$ cat src/rtl/vga_sync_rx.sv
// VGA sync receiver: recovers pixel position from Hsync/Vsync,
// checks line/frame timing against the configured format and locks.
module vga_sync_rx #(
    parameter int H_VISIBLE   = 640,
    parameter int H_FP        = 16,
    parameter int H_SYNC      = 96,
    parameter int H_BP        = 48,
    parameter int V_VISIBLE   = 480,
    parameter int V_FP        = 10,
    parameter int V_SYNC      = 2,
    parameter int V_BP        = 33,
    parameter int SYNC_POL    = 0,
    parameter int LOCK_FRAMES = 2
) (
    input  logic        clk,
    input  logic        reset,
    input  logic        enable,
    input  logic        Hsync,
    input  logic        Vsync,
    output logic [10:0] Hpos,
    output logic [10:0] Vpos,
    output logic        active,
    output logic        locked,
    output logic        sync_err,
    output logic        frame_start
);

    localparam int H_TOTAL = H_VISIBLE + H_FP + H_SYNC + H_BP;
    localparam int V_TOTAL = V_VISIBLE + V_FP + V_SYNC + V_BP;
    localparam int GW = (LOCK_FRAMES < 2) ? 1 : $clog2(LOCK_FRAMES + 1);

    localparam logic [10:0] CNT_MAX  = 11'h7FF;
    localparam logic [10:0] CNT_PRE  = 11'h7FE;
    localparam logic [10:0] H_PW_END = 11'(H_SYNC - 1);
    localparam logic [10:0] H_LN_END = 11'(H_TOTAL - 1);
    localparam logic [10:0] V_FR_END = 11'(V_TOTAL - 1);
    localparam logic [10:0] H_ACT0   = 11'(H_SYNC + H_BP);
    localparam logic [10:0] H_ACT1   = 11'(H_SYNC + H_BP + H_VISIBLE - 1);
    localparam logic [10:0] V_ACT0   = 11'(V_SYNC + V_BP);
    localparam logic [10:0] V_ACT1   = 11'(V_SYNC + V_BP + V_VISIBLE - 1);
    localparam logic [GW-1:0] GOOD_LOCK = GW'(LOCK_FRAMES);
    localparam logic POL = 1'(SYNC_POL);

    typedef enum logic [1:0] {
        SEARCH,
        ALIGN,
        LOCKED
    } state_t;

    state_t state, state_nx;

    logic          hs_prev, vs_prev;
    logic [10:0]   h_cnt, v_cnt, h_nx, v_nx;
    logic          h_seen, v_seen, vs_pend, pend_nx;
    logic [GW-1:0] good, good_nx;
    logic          hs_a, vs_a, h_rise, h_fall, v_rise, fb;
    logic          line_err, frame_err, err_pulse;
    logic          h_in, v_in;

    // Sync levels normalised so that 1 always means "pulse active"
    assign hs_a   = (Hsync == POL);
    assign vs_a   = (Vsync == POL);
    assign h_rise = hs_a & ~hs_prev;
    assign h_fall = ~hs_a & hs_prev;
    assign v_rise = vs_a & ~vs_prev;
    assign fb     = h_rise & (vs_pend | v_rise);

    always_comb begin
        line_err = 1'b0;
        if (h_fall && h_cnt != H_PW_END)
            line_err = 1'b1;
        if (h_rise && h_seen && h_cnt != H_LN_END)
            line_err = 1'b1;
        if (!h_rise && h_cnt == CNT_PRE)
            line_err = 1'b1;

        frame_err = 1'b0;
        if (fb && v_seen && v_cnt != V_FR_END)
            frame_err = 1'b1;
        if (h_rise && !fb && v_cnt == CNT_PRE)
            frame_err = 1'b1;

        h_nx = h_cnt;
        if (h_rise)
            h_nx = '0;
        else if (h_cnt != CNT_MAX)
            h_nx = h_cnt + 11'd1;

        v_nx = v_cnt;
        if (fb)
            v_nx = '0;
        else if (h_rise && v_cnt != CNT_MAX)
            v_nx = v_cnt + 11'd1;

        pend_nx = fb ? 1'b0 : (vs_pend | v_rise);
    end

    always_comb begin
        state_nx  = state;
        good_nx   = good;
        err_pulse = 1'b0;
        unique case (state)
            SEARCH: begin
                if (fb) begin
                    state_nx = ALIGN;
                    good_nx  = '0;
                end
            end
            ALIGN: begin
                if (line_err || frame_err) begin
                    state_nx = SEARCH;
                end else if (fb) begin
                    good_nx = good + GW'(1);
                    if (good_nx == GOOD_LOCK)
                        state_nx = LOCKED;
                end
            end
            LOCKED: begin
                if (line_err || frame_err) begin
                    state_nx  = SEARCH;
                    err_pulse = 1'b1;
                end
            end
            default: state_nx = SEARCH;
        endcase
    end

    always_ff @(posedge clk or posedge reset) begin
        if (reset) begin
            state       <= SEARCH;
            good        <= '0;
            hs_prev     <= 1'b0;
            vs_prev     <= 1'b0;
            h_cnt       <= '0;
            v_cnt       <= '0;
            h_seen      <= 1'b0;
            v_seen      <= 1'b0;
            vs_pend     <= 1'b0;
            sync_err    <= 1'b0;
            frame_start <= 1'b0;
        end else begin
            sync_err    <= enable & err_pulse;
            frame_start <= enable & fb;
            if (enable) begin
                state   <= state_nx;
                good    <= good_nx;
                hs_prev <= hs_a;
                vs_prev <= vs_a;
                h_cnt   <= h_nx;
                v_cnt   <= v_nx;
                h_seen  <= h_seen | h_rise;
                v_seen  <= v_seen | fb;
                vs_pend <= pend_nx;
            end
        end
    end

    assign locked = (state == LOCKED);
    assign h_in   = (h_cnt >= H_ACT0) && (h_cnt <= H_ACT1);
    assign v_in   = (v_cnt >= V_ACT0) && (v_cnt <= V_ACT1);
    assign active = locked & h_in & v_in;
    assign Hpos   = active ? (h_cnt - H_ACT0) : '0;
    assign Vpos   = active ? (v_cnt - V_ACT0) : '0;

endmodule

$ cat config.mk
export PLATFORM = sky130hd
export DESIGN_NAME = vga_sync_rx
export DESIGN_NICKNAME = d
export VERILOG_FILES = /design/src/rtl/vga_sync_rx.sv
export SDC_FILE = /design/constraint.sdc
export NUM_CORES = 1
export LEC_CHECK = 0
export CAP_MARGIN = 20
export CELL_PAD_IN_SITES_DETAIL_PLACEMENT = 0
export CELL_PAD_IN_SITES_GLOBAL_PLACEMENT = 2
export CORE_ASPECT_RATIO = 0.75
export CORE_UTILIZATION = 33
export DETAILED_ROUTE_END_ITERATION = 6
export PLACE_DENSITY_LB_ADDON = 0.1
export SLEW_MARGIN = 15
export SYNTH_ARGS = -nofsm -noshare
export SYNTH_HDL_FRONTEND = slang
export SYNTH_SLANG_ARGS = --single-unit
$ cat constraint.sdc
create_clock -name clk -period 3.55 [get_ports clk]
set_clock_uncertainty 0.15 [all_clocks]
set_input_delay 0.71 -clock clk [delete_from_list [all_inputs] [get_ports clk]]
set_output_delay 0.71 -clock clk [all_outputs]
set_load 0.01 [all_outputs]
# == After elaboration in Yosys (flattened, before gate mapping) ==
# Index checks and enable logic that the tools add are counted.
# word_totals
regBits,33
inputBits,5
# classes
addsub,5
n_mux,24
n_reduce_logical,22
n_lt_le_gt_ge,4
bitwise,15
eq_ne,16
# op_table
op,count
2-to-1 mux 11 bit,6
"adder 11 x 1 -> 11 bit, second input constant",2
"== test 11 bit, second input constant",2
"less-or-equal comparator 11 x 10 -> 1 bit, second input constant",2
"inequality test 11 x 10 -> 1 bit, second input constant",2
"inequality test 11 bit, second input constant",2
2-to-1 mux 2 bit,8
">= comparator 11 x 6 -> 1 bit, second input constant",1
">= comparator 11 x 8 -> 1 bit, second input constant",1
logical AND 1 bit,11
"inequality test 11 x 7 -> 1 bit, second input constant",1
"subtractor 11 x 6 -> 11 bit, second input constant",1
"subtractor 11 x 8 -> 11 bit, second input constant",1
AND reduction 5 bit,2
bitwise AND 1 bit,8
2-to-1 mux 1 bit,8
"inequality test 2 bit, second input constant",3
"inequality test 3 bit, second input constant",2
one-hot mux 2 bit (3 select lines),1
nonzero test 2 bit,3
"== test 2 bit, second input constant",2
NOT 1 bit,4
one-hot mux 2 bit (2 select lines),1
AND reduction 2 bit,2
7 further kinds,10

# == Logic depth before layout (Yosys ltp) ==
# Gate-level depths: netlist of run 1.
# depth
depth_word,12
ltp_mapped,8
mapped_depth_nobuf,7

# == Least setup slack after synthesis of run 1 ==
# OpenSTA, ideal clock, no wires.
# synth_timing
path_kind,register to output
start,register v_cnt[7]
end,output port Vpos[5]
n_path_buf,1
t_arrival_ps,1965
path_stages_with_launch,7
setup_slack_ps,725
path_cell_list,dfrtp_1 > buf_6 > or3_4 > o41ai_2 > o2111ai_1 > a211o_1 > nor3_1
# synth_via
elab_chain_len,4
elab_cells_between_ends,5
# synth_rtl
element,line,source
"start, declared",53,"logic [10:0] h_cnt, v_cnt, h_nx, v_nx;"
"start signal, assigned",150,v_cnt <= v_nx;
>= comparator 11 x 6 -> 1 bit / less-or-equal comparator 11 x 10 -> 1 bit (equally long branches),160,assign v_in = (v_cnt >= V_ACT0) && (v_cnt <= V_ACT1);
logical AND 1 bit *,160,
bitwise AND 1 bit *,161,assign active = locked & h_in & v_in;
2-to-1 mux 11 bit *,163,assign Vpos = active ? (v_cnt - V_ACT0) : '0;
"end, declared",21,"output logic [10:0] Vpos,"
# Every way passes the cells marked *; elsewhere a longest branch is shown, timed or not.

# == Worst setup path in the final report of run 1 ==
# layout_timing
start,register h_cnt[1]
end,output port Vpos[5]
# layout_via
elab_chain_len,5
elab_cells_between_ends,6
# layout_rtl
element,line,source
"start, declared",53,
"start signal, assigned",149,h_cnt <= h_nx;
>= comparator 11 x 8 -> 1 bit / less-or-equal comparator 11 x 10 -> 1 bit (equally long branches),159,assign h_in = (h_cnt >= H_ACT0) && (h_cnt <= H_ACT1);
logical AND 1 bit *,159,
bitwise AND 1 bit * (2 in a row),161,
2-to-1 mux 11 bit *,163,
# Marked as above.

==> results of run 1 <==
flip-flops by register name (all words and copies together), names as in the netlist, 2 cells and up:
register  flops
good          2
state         2
v_cnt        11
h_cnt        11
layout make-up:
| class | instances | area share (%) |
|---|---|---|
| clock buffers | 5 | 2.37 |
| clock inverters | 2 | 1.20 |
| inverters | 19 | 2.45 |
| multi-input cells | 210 | 46.9 |
| flip-flops and latches | 33 | 28.4 |
| well taps | 81 | 3.49 |
| repair buffers | 53 | 15.2 |
worst max-delay path: stages, from the launching register on:
cell and delay [ns]:
dfrtp_2 0.42, ha_2 0.21, and3_2 0.23, a32oi_1 0.08, o311a_1 0.30, a211o_1 0.36
nor3_2 0.17, clkdlybuf4s50_1 0.57
worst max-delay path by stage:
| stage | end | slack [ns] |
|---|---|---|
| after global placement | Vpos[2] | 0.17 |
| after CTS | Vpos[5] | -0.09 |
| after global routing | Vpos[5] | -0.05 |
| after detailed placement | Vpos[2] | 0.15 |
| final | Vpos[5] | 0.07 |
| after floorplan | Vpos[5] | 0.72 |
power breakdown:
group	leakage, nW	internal, mW	switching (mW)	total, mW
sequential	0.434	0.421	0.0519	0.473
combinational	0.959	0.107	0.152	0.259
clock	0.0540	0.204	0.146	0.351
what timing repair did:
action / CTS / global route
pin swaps: 1 / 4
resized for setup: 15 / 36
endpoints found under the setup margin: 23 / 20
buffers inserted: 1 / 1
routing by layer:
layer	wire (um)	vias up	share of wire, %
met2	2420	44	39
li1	-	1061	-
met4	24	0	0.39
met1	3490	972	56
met5	0	-	0
met3	285	2	4.6
synth_stat cells, drive strengths merged, types with 2 or more instances:
library cell,number
nor2,48
dfrtp,33
nand2,21
o21ai,19
inv,18
xnor2,13
ha,11
clkbuf,10
nand3,9
or3,9
nand4,8
xor2,8
a21oi,7
nor3,7
nor4,6
buf,5
o2111ai,5
a41oi,3
and2,3
and3,3
nand2b,3
o311a,3
nor3b,2
o211ai,2
o311ai,2
o31a,2
kinds of logic (layout without fill, tap and decap cells):
logic type,count (synthesis),in the layout
AND/OR/NAND/NOR,125,125
AO/OA/AOI/OAI,53,53
buffers and inverters,34,79
flip-flops,33,33
XOR/XNOR,21,21
adder cells (fa/ha/maj),11,11
through the flow:
step / TNS, ns / util [%] / cells / instance area (sq um) / hold WS (ns)
finish: 0 / 44.7 / 403 / 2910 / 0.324
global placement: 0 / 42.8 / 394 / 2780 / 0.306
CTS: -0.544 / 44.4 / 402 / 2890 / 0.327
global route: -0.0534 / 44.7 / 403 / 2910 / 0.353
detailed placement: 0 / 42.8 / 394 / 2780 / 0.308
floorplan: 0 / - / 277 / 2300 / 0.284
==> impl_metrics.toml, run 1 <==
[outcome]
status = "finished with violations"
violations = "DRC"

[grt]
grt_util_met3_pct = 4.89
grt_max_degree = 20
first_global_vias = 1958
antenna_found_initial = 0
grt_overflow_total = 0
top_usage_layer = "met1"
grt_pass1_wl_um = 10200
use_met2_pct = 26.4
grt.met1_usage_pct = 27.3
grt_usage_pct = 18.3

[synth]
yosys_warnings = 0
syn-num-nets = 293
ys_ff_latch = 33
synth-main-ff-cell = "dfrtp_1"
synth-simple-area-share_pct = 27.6
synth_top_family_by_area = "simple AND/OR/NAND/NOR gates"
yosysTopAreaCell = "dfrtp_1"
syn_inst = 277
synth-xor-area-share_pct = 7.98
synth_area_leaders = "dfrtp_1, nor2_1, ha_1"
synth_fa_ha_area_share_pct = 5.97
muxShareOfSynthArea_pct = 0
synthArstFlopShare_pct = 100
yosysSeqAreaShare_pct = 35.8
synthesis.area_sq_um = 2300
ys_types = 47
synth-edff-count = 0
yosysTopAreaCellShare_pct = 35.8
syn_avg_cell_area_sq_um = 8.32
synth_compound_area_share_pct = 16.0

[timing]
tightest_slew_ns = 0.827
layout_min_cycle_time_ns = 3.48
max-slew-margin-rel_pct = 44.8
timing.fmax_mhz = 288
slew_viol_final = 0
setup_viol_count_final = 0
rsz0062_at_grt = "true"
finalHoldViolCount = 0
setup_ws_ns = 0.0739
period_share_pct = 97.9

[cts]
cts_tree = "built"
cts_max_path_buffers = 2
cts.sinks = 33
insertion_delay_ns = 0.28
h-tree-depth = 2
cts_inserted_buffers = 5
cts-hold-fix-buffers = 0
cts.clk_slew.worst_paths_ns = 0.07
root_buffer = "clkbuf_8"

[drt]
num_vias = 2079
drt-wirelength-per-cell_um = 15.4
via_per_inst = 5.16
dr.pass1.iters = 6
final_antenna_net_count = 0
drtIter0Drc = 72
routed_wl_um = 6220
drc = 2

[power_and_ir_drop]
finalPower_mw = 1.08
p_per_area_nw_per_um2 = 372
ir_drop_mv = 0.171
p_leak_nw = 1.45

[layout]
antenna-diode-count = 0
num-fill-cells = 669
final_cell_mix = "nor2_1, dfrtp_1, buf_4"
final_nets = 338
multi_input_area_sq_um = 1360
ff_latch_area_sq_um = 827
drive_gt1_share_pct = 18.9
area_delta_synth_final_pct = 26.2
layout_commonest_cell = "nor2_1"

[worst_setup_path]
ff2ff_path_depth = 6
crit-reg2reg-launch = "h_cnt[6]"
cp-end-kind = "output pin"
crit_start = "h_cnt[1]"
reg2reg_slack_ns = 1.21
cp_max_fo = 5
r2r-end = "good[0]"
crit_type = "reg2out"
worstPathRequired_ns = 2.69
critPathLaunchType = "flop"
cp.arrival_ns = 2.62

[floorplan]
die_area_sq_um = 7330
row_count = 25
core_area_sq_um = 6510
die_w_um = 98.5
die_h_um = 74.4
ios = 31
start_util_pct = 35.4

[hold_path]
worstHoldStart = "v_seen"
hold_end = "v_seen"
hold_depth = 1
hold_path_class = "reg2reg"

[placement]
dpl.hpwl_um = 4790
dp_slack_ns = 0.152
portBuffers = 30
gp_congestion = 0.817

[flow_run]
cap_violations = 0
No activity file was read; power rests on OpenSTA's default activity.
==> inputs of run 2 (changes only) <==
--- a/config.mk
+++ b/config.mk
@@ -12,6 +12,7 @@
 export CORE_UTILIZATION = 33
 export DETAILED_ROUTE_END_ITERATION = 6
 export PLACE_DENSITY_LB_ADDON = 0.1
+export REMOVE_ABC_BUFFERS = 1
 export SLEW_MARGIN = 15
 export SYNTH_ARGS = -nofsm -noshare
 export SYNTH_HDL_FRONTEND = slang
==> run 2 against run 1 <==
The flow still finishes with violations (DRC). Critical path depth is 2 higher. Clock-buffer cell count stayed put. Global-route usage is 0.88 points higher. Combinational power hardly changed. Non-clock buffer count is 4 higher. Core utilization is 0.63 points higher. Worst setup slack better by 0.048 ns. Critical endpoint unchanged. Largest power group unchanged.
==> impl_metrics.toml, run 2 (synthesized netlist as in run 1, its figures left out) <==
[outcome]
status = "finished with violations"
violations = "DRC"

[worst_setup_path]
worstPathRequired_ns = 2.69
critPathLaunchType = "flop"
cp.arrival_ns = 2.57
crit_slowest_cell = "dfrtp_1"
cp-end-kind = "output pin"
cpMostUsedCell = "buf_4"
cp_cell_sequence = "ha_1, and3_4, a32oi_1, o311a_1, a211o_2, buf_4, buf_4, nor3_4, clkdlybuf4s15_2"
reg2reg_slack_ns = 1.16
critPathTopFamily = "compound AO/OA/AOI/OAI gates"
crit_type = "reg2out"
path_buf_inv = 3
worst-path-stages = 9
cp_max_fo = 5
critPathMaxStageDelay_ns = 0.41
ff2ff_path_depth = 6

[layout]
drive_gt1_share_pct = 16.9
final_cell_mix = "nor2_1, dfrtp_1, buf_4"
layout_commonest_cell = "nor2_1"
finish.instance_area_sq_um = 2950
num-fill-cells = 661
final_nets = 342
area_delta_synth_final_pct = 28.0
final_core_util_pct = 45.3
antenna-diode-count = 0
reg_top3 = "h_cnt x11, v_cnt x11"

[drt]
final_antenna_net_count = 0
drt-wirelength-per-cell_um = 15.5
dr.pass1.iters = 7
via_per_inst = 5.24
drc = 1
drtIter0Drc = 113
num_vias = 2133
routed_wl_um = 6290

[power_and_ir_drop]
ir_drop_mv = 0.239
p_leak_nw = 1.41
p_per_area_nw_per_um2 = 366
finalPower_mw = 1.08

[grt]
grt_usage_pct = 19.2
grt_overflow_total = 0
grt_max_degree = 21
first_global_vias = 2076
antenna_found_initial = 0
grt_pass1_wl_um = 10800

[flow_run]
cap_violations = 0

[placement]
dpl.hpwl_um = 4760
placed_cell_area_sq_um = 2790
dp_slack_ns = 0.129
gp_congestion = 0.803
portBuffers = 30

[timing]
setup_ws_ns = 0.122
max-slew-margin-rel_pct = 43.2
tightest_slew_ns = 0.851
finalHoldViolCount = 0
setup_tns_ns = 0
slew_viol_final = 0
timing.fmax_mhz = 292
layout_min_cycle_time_ns = 3.43
period_share_pct = 96.6
setup_viol_count_final = 0
rsz0062_at_grt = "true"

[floorplan]
start_util_pct = 35.4
die_h_um = 74.4
die_area_sq_um = 7330
ios = 31
die_w_um = 98.5
row_count = 25
core_area_sq_um = 6510

[cts]
cts.sinks = 33
h-tree-depth = 2
cts_tree = "built"
cts_max_path_buffers = 2
cts.clk_slew.worst_paths_ns = 0.08
cts-hold-fix-buffers = 0
insertion_delay_ns = 0.29
root_buffer = "clkbuf_8"
cts_inserted_buffers = 5

[hold_path]
hold_path_class = "reg2reg"
hold_depth = 1
-- run 2: changes by cell type in the layout (fill, tap and decap cells not counted), sizes merged --
cell	previous run	this run
clkbuf	15	5
clkdlybuf4s50	8	7
dlygate4sd2	4	20
clkdlybuf4s15	0	1
dlymetal6s2s	8	2
buf	23	27
-- run 2: path summary, 6_finish.rpt --
kind / from / end
max: h_cnt[0] / Vpos[5]
min: v_seen / v_seen
max reg2reg: h_cnt[7] / good[0]
min reg2reg: v_seen / v_seen
max in group asynchronous: reset / v_seen
min in group asynchronous: reset / h_cnt[2]
-- run 2: report_power, final --
group	internal (mW)	leakage, nW	switching (mW)
sequential	0.420	0.436	0.0501
combinational	0.111	0.925	0.151
clock	0.204	0.0540	0.143
total	0.735	1.41	0.344
-- run 2: timing repair --
action | in CTS | in global routing
hold endpoints to repair | 0 | 0
cloned | 0 | 0
pin swaps | 1 | 1
resized for setup | 26 | 7
endpoints found under the setup margin | 22 | 4
setup buffers | 3 | 2
-- run 2: layer usage --
metal	global-route usage, %	vias to the layer above	wire length [um]
li1	-	1064	-
met1	29.4	997	3460
met2	27.5	66	2440
met3	4.23	6	341
met4	3.98	0	51
met5	0	-	0
-- run 2: metrics by stage --
stage / instances / hold slack, ns
6_report: 407 / 0.325
5_1_grt: 407 / 0.361
4_1_cts: 405 / 0.332
3_5_place_dp: 395 / 0.310
3_3_place_gp: 395 / 0.308
2_1_floorplan: 262 / 0.284
-- run 2: area by class of cell --
| cell class | count | area [sq um] | share of cell area [%] |
|---|---|---|---|
| sequential | 33 | 826 | 28.0 |
| timing repair buffer | 57 | 488 | 16.5 |
| tap | 81 | 101 | 3.44 |
| clock inverter | 2 | 35.0 | 1.19 |
| multi-input combinational | 210 | 1360 | 46.1 |
| inverter | 19 | 71.3 | 2.42 |
| clock buffer | 5 | 68.8 | 2.33 |
